[src/rtl/cursor_control.sv]
// Cursor, deferred-wrap and scroll-region owner between the command parser and the text RAM writer.
// Latency: a command is accepted in IDLE; its cursor update and write/scroll pulse are registered one cycle later.
// Backpressure: cmd_ready is high only in IDLE; it stays low while a scroll is outstanding, until scroll_done arrives.
module cursor_control #(
  parameter int LINES   = 30,
  parameter int COLUMNS = 80
) (
  input  logic       clk,
  input  logic       rst_n,
  input  logic       cmd_valid,
  output logic       cmd_ready,
  input  logic [3:0] cmd_code,
  input  logic [7:0] pn1,
  input  logic [7:0] pn2,
  output logic [7:0] cursor_row,
  output logic [7:0] cursor_col,
  output logic       text_valid,
  output logic [7:0] text_row,
  output logic [7:0] text_col,
  output logic [7:0] text_char,
  output logic       scroll_valid,
  output logic [7:0] scroll_top,
  output logic [7:0] scroll_bottom,
  output logic [7:0] scroll_step,
  output logic       scroll_dir,
  input  logic       scroll_done
);

  localparam logic [7:0] LAST_ROW  = 8'(LINES - 1);
  localparam logic [7:0] LAST_COL  = 8'(COLUMNS - 1);
  localparam logic [8:0] LAST_ROW9 = 9'(LINES - 1);
  localparam logic [8:0] LAST_COL9 = 9'(COLUMNS - 1);

  localparam logic [3:0] C_INPUT = 4'd1, C_CR  = 4'd2,  C_LF  = 4'd3,  C_BS      = 4'd4;
  localparam logic [3:0] C_CUU   = 4'd5, C_CUD = 4'd6,  C_CUF = 4'd7,  C_CUB     = 4'd8;
  localparam logic [3:0] C_CUP   = 4'd9, C_RI  = 4'd10, C_DECSTBM = 4'd11;

  typedef enum logic [1:0] {S_IDLE, S_EXEC, S_SCROLL_WAIT, S_PRINT} state_e;

  state_e     state_q, state_d;
  logic [3:0] code_q, code_d;
  logic [7:0] p1_q, p1_d, p2_q, p2_d;
  logic [7:0] row_q, row_d, col_q, col_d, top_q, top_d, bot_q, bot_d;
  logic       wrap_q, wrap_d, pend_q, pend_d;
  logic       tv_q, tv_d, sv_q, sv_d, sdir_q, sdir_d;
  logic [7:0] trow_q, trow_d, tcol_q, tcol_d, tchar_q, tchar_d;

  // Saturating candidate positions for each command, computed in 9 bits.
  logic [8:0] row9, col9, n9, p1m9, p2m9, up9, dn9, cf9, lf9;
  logic [7:0] up_lim, dn_lim, cuu_row, cud_row, cuf_col, cub_col;
  logic [7:0] lf_row, ri_row, cup_row, cup_col, stbm_t, stbm_b;
  logic       in_region;

  assign row9      = {1'b0, row_q};
  assign col9      = {1'b0, col_q};
  assign n9        = (p1_q == 8'd0) ? 9'd1 : {1'b0, p1_q};
  assign p1m9      = (p1_q == 8'd0) ? 9'd0 : {1'b0, p1_q} - 9'd1;
  assign p2m9      = (p2_q == 8'd0) ? 9'd0 : {1'b0, p2_q} - 9'd1;
  assign in_region = (row_q >= top_q) && (row_q <= bot_q);

  assign up9     = (n9 > row9) ? 9'd0 : row9 - n9;
  assign up_lim  = in_region ? top_q : 8'd0;
  assign cuu_row = (up9 < {1'b0, up_lim}) ? up_lim : up9[7:0];
  assign dn9     = row9 + n9;
  assign dn_lim  = in_region ? bot_q : LAST_ROW;
  assign cud_row = (dn9 > {1'b0, dn_lim}) ? dn_lim : dn9[7:0];
  assign cf9     = col9 + n9;
  assign cuf_col = (cf9 > LAST_COL9) ? LAST_COL : cf9[7:0];
  assign cub_col = (n9 > col9) ? 8'd0 : col_q - n9[7:0];
  assign lf9     = row9 + 9'd1;
  assign lf_row  = (lf9 > LAST_ROW9) ? LAST_ROW : lf9[7:0];
  assign ri_row  = (row_q == 8'd0) ? 8'd0 : row_q - 8'd1;
  assign cup_row = (p1m9 > LAST_ROW9) ? LAST_ROW : p1m9[7:0];
  assign cup_col = (p2m9 > LAST_COL9) ? LAST_COL : p2m9[7:0];
  assign stbm_t  = p1m9[7:0];
  assign stbm_b  = (p2_q == 8'd0) ? LAST_ROW : ((p2m9 > LAST_ROW9) ? LAST_ROW : p2m9[7:0]);

  // Next-state logic: command capture, execution and the scroll handshake.
  always_comb begin
    state_d = state_q;  code_d = code_q;  p1_d = p1_q;  p2_d = p2_q;
    row_d   = row_q;    col_d  = col_q;   top_d = top_q; bot_d = bot_q;
    wrap_d  = wrap_q;   pend_d = pend_q;
    tv_d    = 1'b0;     sv_d   = 1'b0;    sdir_d = sdir_q;
    trow_d  = trow_q;   tcol_d = tcol_q;  tchar_d = tchar_q;
    cmd_ready = (state_q == S_IDLE);
    case (state_q)
      S_IDLE: begin
        if (cmd_valid) begin
          code_d  = cmd_code;
          p1_d    = pn1;
          p2_d    = pn2;
          state_d = S_EXEC;
        end
      end
      S_EXEC: begin
        state_d = S_IDLE;
        case (code_q)
          C_INPUT: begin
            if (p1_q >= 8'h20) begin
              if (!wrap_q) begin
                tv_d = 1'b1;  trow_d = row_q;  tcol_d = col_q;  tchar_d = p1_q;
                if (col_q == LAST_COL) wrap_d = 1'b1;
                else                   col_d  = col_q + 8'd1;
              end else begin
                // Deferred wrap: CR, LF, then print at column 0.
                wrap_d = 1'b0;
                col_d  = 8'd0;
                if (row_q == bot_q) begin
                  sv_d = 1'b1;  sdir_d = 1'b0;  pend_d = 1'b1;
                  state_d = S_SCROLL_WAIT;
                end else begin
                  row_d = lf_row;
                  tv_d  = 1'b1;  trow_d = lf_row;  tcol_d = 8'd0;  tchar_d = p1_q;
                  col_d = 8'd1;
                end
              end
            end
          end
          C_CR: begin wrap_d = 1'b0; col_d = 8'd0; end
          C_LF: begin
            wrap_d = 1'b0;
            if (row_q == bot_q) begin
              sv_d = 1'b1;  sdir_d = 1'b0;  pend_d = 1'b0;
              state_d = S_SCROLL_WAIT;
            end else begin
              row_d = lf_row;
            end
          end
          C_RI: begin
            wrap_d = 1'b0;
            if (row_q == top_q) begin
              sv_d = 1'b1;  sdir_d = 1'b1;  pend_d = 1'b0;
              state_d = S_SCROLL_WAIT;
            end else begin
              row_d = ri_row;
            end
          end
          C_BS:  begin wrap_d = 1'b0; col_d = cub_col; end
          C_CUB: begin wrap_d = 1'b0; col_d = cub_col; end
          C_CUF: begin wrap_d = 1'b0; col_d = cuf_col; end
          C_CUU: begin wrap_d = 1'b0; row_d = cuu_row; end
          C_CUD: begin wrap_d = 1'b0; row_d = cud_row; end
          C_CUP: begin wrap_d = 1'b0; row_d = cup_row; col_d = cup_col; end
          C_DECSTBM: begin
            if (stbm_t < stbm_b) begin
              top_d = stbm_t;  bot_d = stbm_b;
              row_d = 8'd0;    col_d = 8'd0;  wrap_d = 1'b0;
            end
          end
          default: ;
        endcase
      end
      S_SCROLL_WAIT: begin
        if (scroll_done) begin
          if (pend_q) begin
            pend_d = 1'b0;
            tv_d   = 1'b1;  trow_d = row_q;  tcol_d = 8'd0;  tchar_d = p1_q;
            col_d  = 8'd1;
            state_d = S_PRINT;
          end else begin
            state_d = S_IDLE;
          end
        end
      end
      S_PRINT: state_d = S_IDLE;
      default: state_d = S_IDLE;
    endcase
  end

  // State and datapath registers; reset aborts any scroll wait.
  always_ff @(posedge clk or negedge rst_n) begin
    if (!rst_n) begin
      state_q <= S_IDLE;  code_q <= 4'd0;  p1_q <= 8'd0;  p2_q <= 8'd0;
      row_q   <= 8'd0;    col_q  <= 8'd0;  top_q <= 8'd0; bot_q <= LAST_ROW;
      wrap_q  <= 1'b0;    pend_q <= 1'b0;
      tv_q    <= 1'b0;    sv_q   <= 1'b0;  sdir_q <= 1'b0;
      trow_q  <= 8'd0;    tcol_q <= 8'd0;  tchar_q <= 8'd0;
    end else begin
      state_q <= state_d; code_q <= code_d; p1_q <= p1_d;  p2_q <= p2_d;
      row_q   <= row_d;   col_q  <= col_d;  top_q <= top_d; bot_q <= bot_d;
      wrap_q  <= wrap_d;  pend_q <= pend_d;
      tv_q    <= tv_d;    sv_q   <= sv_d;   sdir_q <= sdir_d;
      trow_q  <= trow_d;  tcol_q <= tcol_d; tchar_q <= tchar_d;
    end
  end

  assign cursor_row    = row_q;
  assign cursor_col    = col_q;
  assign text_valid    = tv_q;
  assign text_row      = trow_q;
  assign text_col      = tcol_q;
  assign text_char     = tchar_q;
  assign scroll_valid  = sv_q;
  assign scroll_top    = top_q;
  assign scroll_bottom = bot_q;
  assign scroll_step   = 8'd1;
  assign scroll_dir    = sdir_q;

endmodule

[config.mk]
export PLATFORM = sky130hd
export DESIGN_NAME = cursor_control
export DESIGN_NICKNAME = d
export VERILOG_FILES = /design/src/rtl/cursor_control.sv
export SDC_FILE = /design/constraint.sdc
export NUM_CORES = 1
export LEC_CHECK = 0
export ABC_AREA = 1
export ABC_CLOCK_PERIOD_IN_PS = 6920
export CORE_ASPECT_RATIO = 1.2
export CORE_UTILIZATION = 48
export DETAILED_ROUTE_END_ITERATION = 10
export PLACE_DENSITY_LB_ADDON = 0.15
export SLEW_MARGIN = 20
export SYNTH_ARGS = -nofsm -noshare
export SYNTH_HDL_FRONTEND = slang
export SYNTH_SLANG_ARGS = --single-unit
[constraint.sdc]
create_clock -name clk -period 6.92 [get_ports clk]
set_clock_uncertainty 0.05 [all_clocks]
set_input_delay 2.076 -clock clk [delete_from_list [all_inputs] [get_ports clk]]
set_output_delay 2.076 -clock clk [all_outputs]
set_load 0.03 [all_outputs]
==> impl_results.md, run 1 <==
* Core Footprint at 15770 um2
* Worst setup EP type: register
* Syn Inst Count at 1156
* Max-slew violations at 0
* DP Area at 8792 um2
* Final ANT Viol Nets at 0
* Endpoints failing setup at 0
* Iteration-0 DRC Markers at 501
* Drc violations at 0
* First-pass GRT wire length at 39550 um
* Critical path data arrival time at 4800 ps
* CTS Buf Count at 9
* Max Cap Viol at 0
* Crit path max-delay family: simple AND/OR/NAND/NOR gates
* Fmax achieved at 216.9 MHz
* Final period util at 0.6662
* Sink count of the clock tree at 83
* P_leak at 0.004573 uW
* Final nets at 1341
* Most used cell, CP: nand3_1
* Max_slew headroom at 0.3509
* Hold crit path type: reg2reg
* WL/cell at 17.17 um
* PortBufs at 83
* Buf/Inv on CP at 4
* Worst IR Drop VDD at 283.9 uV
* Pin count of the biggest net entering global routing at 50
* Number of diodes at 0
* Initial antenna violation count at 0
* #FFs+latches synth at 83
* Final critical-path required period at 4610 ps
* Share of layout cells above drive strength 1 at 0.04854
* Post-Layout Cell Count at 1444
* Die area at 16790 um2
* Kind of critical path: reg2reg
* Postcts setup bufs at 0
* Reg clk slew, reported paths at 60 ps
* RD Place Congestion at 0.9928
* Unrepaired setup endpoints after global routing: no
* Root Buffer: clkbuf_16
* Cell Rows at 50
* Clk buf depth at 2
* Via density at 5.484
* Status: completed
* Largest stage delay on the critical path at 540 ps
* Drt total wl at 24790 um
* Die H at 141.8 um
* Synth Warn # at 0
* Initial core utilization at 0.4956
* Total power at 5294 uW
* Top cells by area, synth: dfrtp_1 25%, ha_1 13%, nand2_1 13%
* Critical-path maximum fanout at 9
* Hold Vio Cnt, Final at 0
* Distinct cells, synth at 55
* Hold_buf cts at 0
* Overall routing resource usage at 0.3037
* Fin Setup TNS at 0 ps
* Area of the mapped netlist at 7812 um2
* Sequential-to-total area share from yosys stat at 0.2665
* Die W at 118.5 um
* Syn avg cell area at 6.758 um2
* Vias in the first global route at 7555
* PostCTS Resize Cnt at 0
* CP Launch Type: register
* Filler Cell Count at 1587
* Final instance area at 9128 um2
* Detailed Routing Iterations Pass 1 at 5
* Slowest CP cell: dfrtp_1
* Worst-Margin Slew at 970.1 ps
* Synth top area share at 0.2530
* Htree depth at 3
* Later-pin clock latency in the skew report at 360 ps
* Area growth syn-to-layout at 16.83%
* Worst Path Required at 7110 ps
* Total vias in the final route at 7919
* CTS tree: built
* HPWL after DPL at 19470 um
* Io pins at 92
* Power Dens Cells at 580.0 nW/um2
* Post-synth top area cell: dfrtp_1
* Overflow after GRT at 0
* Inst Count DP at 1428
final timing paths:
path,cells after the start,from,slack (ps),to
worst max-delay path,27,p1_q[1]$_DFFE_PN0P_,2310,cursor_row[5]$_DFFE_PN0P_
worst min-delay path,2,text_col[6]$_DFFE_PN0P_,430,text_col[6]$_DFFE_PN0P_
worst max register to register,27,p1_q[1]$_DFFE_PN0P_,2310,cursor_row[5]$_DFFE_PN0P_
worst min register to register,2,text_col[6]$_DFFE_PN0P_,430,text_col[6]$_DFFE_PN0P_
max in group asynchronous,2,rst_n,4180,scroll_top[2]$_DFFE_PN0P_
min in group asynchronous,1,rst_n,1620,text_col[4]$_DFFE_PN0P_
flip-flops by register name, indices dropped and copies added (netlist names):
signal	cells
state_q	2
scroll_valid	1
p2_q	8
text_col	8
p1_q	8
scroll_top	8
text_char	8
wrap_q	1
scroll_dir	1
scroll_bottom	8
cursor_row	8
text_row	8
code_q	4
cursor_col	8
pend_q	1
text_valid	1
layout make-up:
type | count | area, um2 | area share
Timing Repair Buffer | 88 | 865.8 | 0.09486
Inverter | 162 | 610.6 | 0.06690
Sequential cell | 83 | 2082 | 0.2281
Multi-Input combinational cell | 887 | 4974 | 0.5449
Clock buffer | 11 | 232.7 | 0.02550
Clock inverter | 5 | 102.6 | 0.01124
Tap cell | 208 | 260.3 | 0.02851
synthesized netlist by cell type, drive strengths merged:
| library cell | n |
|---|---|
| nand4 | 21 |
| a31o | 1 |
| nor3b | 1 |
| o311ai | 1 |
| o21ai | 56 |
| conb | 2 |
| a21o | 1 |
| o211ai | 6 |
| a21boi | 2 |
| xor2 | 24 |
| inv | 161 |
| o21a | 3 |
| dfstp | 4 |
| o21bai | 4 |
| ha | 82 |
| buf | 17 |
| o31ai | 2 |
| o2111ai | 1 |
| fa | 4 |
| xnor2 | 6 |
| a211oi | 5 |
| nand3b | 5 |
| dfrtp | 79 |
| clkbuf | 16 |
| mux2 | 1 |
| a31oi | 7 |
| clkinv | 1 |
| nor3 | 22 |
| a41oi | 1 |
| nand3 | 97 |
| o22ai | 1 |
| nand2 | 274 |
| nor2 | 139 |
| a21oi | 101 |
| a22o | 1 |
| nor4 | 2 |
| a22oi | 1 |
| or2 | 4 |
layout by cell type, fill, tap and decap left out, types with 7 or more instances in the layout:
cell type / count
a21oi_1: 101
a31oi_1: 7
clkbuf_16: 9
clkdlybuf4s50_1: 82
conb_1: 11
dfrtp_1: 79
ha_1: 82
inv_1: 155
nand2_1: 262
nand2_2: 7
nand3_1: 95
nand4_1: 21
nor2_1: 135
nor3_1: 19
o21ai_0: 53
xor2_1: 24
layer usage:
metal,track usage,part of all wire,vias to the layer above
li1,-,-,3897
met1,0.3619,0.41,3735
met2,0.5458,0.50,231
met3,0.04059,0.047,56
met4,0.1332,0.034,0
met5,0,0,-
cells by family (layout without fill, tap and decap cells):
| kind of cell | Yosys count | after routing | synth area share |
|---|---|---|---|
| mux | 1 | 1 | 0.001441 |
| compound gates | 194 | 194 | 0.1389 |
| simple gates | 565 | 565 | 0.3158 |
| xor+xnor | 30 | 30 | 0.03363 |
| flops | 83 | 83 | 0.2665 |
| buf+inv | 195 | 266 | 0.1012 |
| fa+ha+maj | 86 | 86 | 0.1416 |
| other cells | 2 | 11 | 0.0009613 |
power by group:
group          switching (uW)  total, uW  leakage (uW)  internal (uW)
registers                 300        996       0.00102            696
logic                    2450       3730       0.00340           1280
clock network             216        569      0.000160            353
through the flow:
step	utilization	hold slack [ps]	worst slack (ps)
after CTS	0.5790	441.4	2370
after global routing	0.5790	465.0	1789
after detailed placement	0.5577	425.5	2400
after floorplan	-	425.3	2925
after global placement	0.5577	418.5	2538
final	0.5790	433.6	2310
worst register-to-register path, delay by kind of cell, from the launching register on:
| kind | cells | cell delay, ps |
|---|---|---|
| buffers and inverters | 4 | 530 |
| XOR/XNOR | 1 | 250 |
| AO/OA/AOI/OAI | 3 | 350 |
| adder cells (fa/ha/maj) | 4 | 1200 |
| flip-flops | 1 | 540 |
| AND/OR/NAND/NOR | 15 | 1590 |
No activity file was read; power rests on OpenSTA's default activity.
==> inputs of run 2 (changes only) <==
--- a/config.mk
+++ b/config.mk
@@ -6,7 +6,7 @@
 export NUM_CORES = 1
 export LEC_CHECK = 0
 export ABC_AREA = 1
-export ABC_CLOCK_PERIOD_IN_PS = 6920
+export ABC_CLOCK_PERIOD_IN_PS = 3950
 export CORE_ASPECT_RATIO = 1.2
 export CORE_UTILIZATION = 48
 export DETAILED_ROUTE_END_ITERATION = 10
==> constraint.sdc (replaced) <==
create_clock -name clk -period 3.95 [get_ports clk]
set_clock_uncertainty 0.05 [all_clocks]
set_input_delay 1.185 -clock clk [delete_from_list [all_inputs] [get_ports clk]]
set_output_delay 1.185 -clock clk [all_outputs]
set_load 0.03 [all_outputs]
==> run 2 against run 1 <==
Design area increased by 4.2%. Cell count increased by 2.6%. Hold slack improved by 2.8 ps. Register-to-register slack got worse by 2200 ps. Sequential cell count unchanged. Critical path type unchanged. Critical endpoint is now cursor_row[0]$_DFFE_PN0P_.
==> impl_results.md, run 2 (synthesis results as in run 1) <==
* Status: completed
* Detailed Routing Iterations Pass 1 at 5 (unchanged)
* Cell Rows at 50 (unchanged)
* Crit path max-delay family: simple AND/OR/NAND/NOR gates
* Pin count of the biggest net entering global routing at 52 (+4.0%)
* CTS Buf Count at 9 (unchanged)
* Largest stage delay on the critical path at 380 ps (-160 ps)
* Number of diodes at 0 (unchanged)
* Via density at 5.499 (+0.27%)
* Worst-Margin Slew at 1016 ps (+46.12 ps)
* Most frequent cells in the layout: 258 x nand2_1, 150 x inv_1, 131 x nor2_1
* Max-slew violations at 0 (unchanged)
* Area growth syn-to-layout at 21.70%
* R2r setup slk at 70 ps (-2240 ps)
* Kind of critical path: reg2reg
* Core Footprint at 15770 um2 (unchanged)
* Sink count of the clock tree at 83 (unchanged)
* Reg clk slew, reported paths at 70 ps (about the same)
* Io pins at 92 (unchanged)
* Buf/Inv on CP at 4 (unchanged)
* Max Cap Viol at 0 (unchanged)
* Reg2Reg Depth at 27 (unchanged)
* Die H at 141.8 um (unchanged)
* PortBufs at 83 (unchanged)
* Initial core utilization at 0.4956 (unchanged)
* Max_slew headroom at 0.3189 (-0.03205)
* Fmax achieved at 257.9 MHz (+19%)
* RD Place Congestion at 0.9393 (-5.4%)
* Highest metal used: met4
* Worst setup EP type: register
* Final critical-path required period at 3878 ps (-732.1 ps)
* Vias in the first global route at 7727 (+2.3%)
* Hold WS at 436.4 ps (+2.841 ps)
* Met3 wire len at 1138 um (-2.9%)
* CTS tree: built
* Htree depth at 3 (unchanged)
* HPWL after DPL at 20020 um (+2.8%)
* Unrepaired setup endpoints after global routing: yes
* Endpoints failing setup at 0 (unchanged)
* Drc violations at 0 (unchanged)
* First-pass GRT wire length at 40390 um (+2.1%)
* Overall routing resource usage at 0.3113 (+0.007523)
* Die W at 118.5 um (unchanged)
* M1 WL at 10840 um (+5.4%)
* Iteration-0 DRC Markers at 628 (+25%)
* Drt total wl at 25660 um (+3.5%)
* Final ANT Viol Nets at 0 (unchanged)
* Hold Path Cell Cnt at 2 (unchanged)
* Critical-path maximum fanout at 5 (-4)
* Overflow after GRT at 0 (unchanged)
* Hold_buf cts at 0 (unchanged)
* Worst Path Required at 4190 ps (-2920 ps)
* Final nets at 1379 (+2.8%)
* Hold crit path type: reg2reg
* Share of layout cells above drive strength 1 at 0.1005 (+0.05193)
* Slowest CP cell: dfrtp_1
* Final period util at 0.9818 (+0.3156)
* Hold Vio Cnt, Final at 0 (unchanged)
* Die area at 16790 um2 (unchanged)
* CP Launch Type: register
* Root Buffer: clkbuf_16
* Most common cell after layout, fill and taps aside: nand2_1
* Total vias in the final route at 8149 (+2.9%)
* Met2 Routed Length at 12370 um (-1.1%)
* Critical Path Stages at 27 (unchanged)
* Critical path data arrival time at 4120 ps (-680 ps)
* WL/cell at 17.31 um (+0.84%)
* Initial antenna violation count at 0 (unchanged)
* Clk buf depth at 2 (unchanged)
* Later-pin clock latency in the skew report at 350 ps (about the same)
## run 2: worst reg2reg max path, cell delays in order (launching register included)
cell and delay, ps:
dfrtp_1 380, inv_2 60, ha_4 160, nand4_1 120, nor2_2 70, nor2_2 160, inv_2 90, ha_4 170
fa_2 360, inv_2 70, nand3_2 80, nand2_2 80, a21oi_1 60, o21bai_1 210, xor2_1 230, nor2_1 80
ha_1 310, a21oi_2 140, nor2_1 40, nor2_1 100, nand2_2 110, inv_4 120, nand2_2 100, nand2_1 80
nand3_1 60, a21oi_1 160, nand3_1 90, nand2_1 70
## run 2: per-layer routing
| metal | global-route usage | vias up |
|---|---|---|
| met2 | 0.5384 | 254 |
| met3 | 0.03698 | 75 |
| met5 | 0 | - |
| met1 | 0.3782 | 3824 |
| met4 | 0.1706 | 0 |
| li1 | - | 3996 |
## run 2: area by class of cell
class / count / area [um2]
clock inverters: 4 / 50.05
repair buffers: 123 / 1132
multi-input cells: 889 / 5105
flip-flops and latches: 83 / 2083
fillers: 1540 / 6257
repair inverters: 1 / 7.507
clock buffers: 12 / 256.5
well taps: 208 / 260.3
inverters: 162 / 613.1
## run 2: path summary, 6_finish.rpt
path                                         start                      endpoint
setup / recovery               p1_q[0]$_DFFE_PN0P_     cursor_row[0]$_DFFE_PN0P_
hold / removal             text_col[3]$_DFFE_PN0P_       text_col[3]$_DFFE_PN0P_
setup reg to reg               p1_q[0]$_DFFE_PN0P_     cursor_row[0]$_DFFE_PN0P_
hold reg to reg            text_col[3]$_DFFE_PN0P_       text_col[3]$_DFFE_PN0P_
max in group asynchronous                    rst_n           p1_q[2]$_DFFE_PN0P_
min in group asynchronous                    rst_n  scroll_bottom[6]$_DFFE_PN0P_
## run 2: through the flow
step                utilization  area [um2]  TNS, ps  setup slack (ps)  instances
global route             0.6031        9508   -972.6            -152.0       1482
detailed placement       0.5721        9019        0             25.06       1458
finish                   0.6031        9508        0             71.79       1482
CTS                      0.5915        9325        0             4.571       1474
global placement         0.5721        9019        0             112.7       1458
floorplan                     -        7848        0             47.87       1165
## run 2: repair_timing
| action | 4_1_cts | 5_1_grt |
|---|---|---|
| buffers inserted | 0 | 5 |
| resized for setup | 0 | 39 |
| endpoints found under the setup margin | 0 | 8 |
Power of run 2 is not shown: default switching activity piles up to over one toggle a cycle in this logic, so the estimate is an artifact.
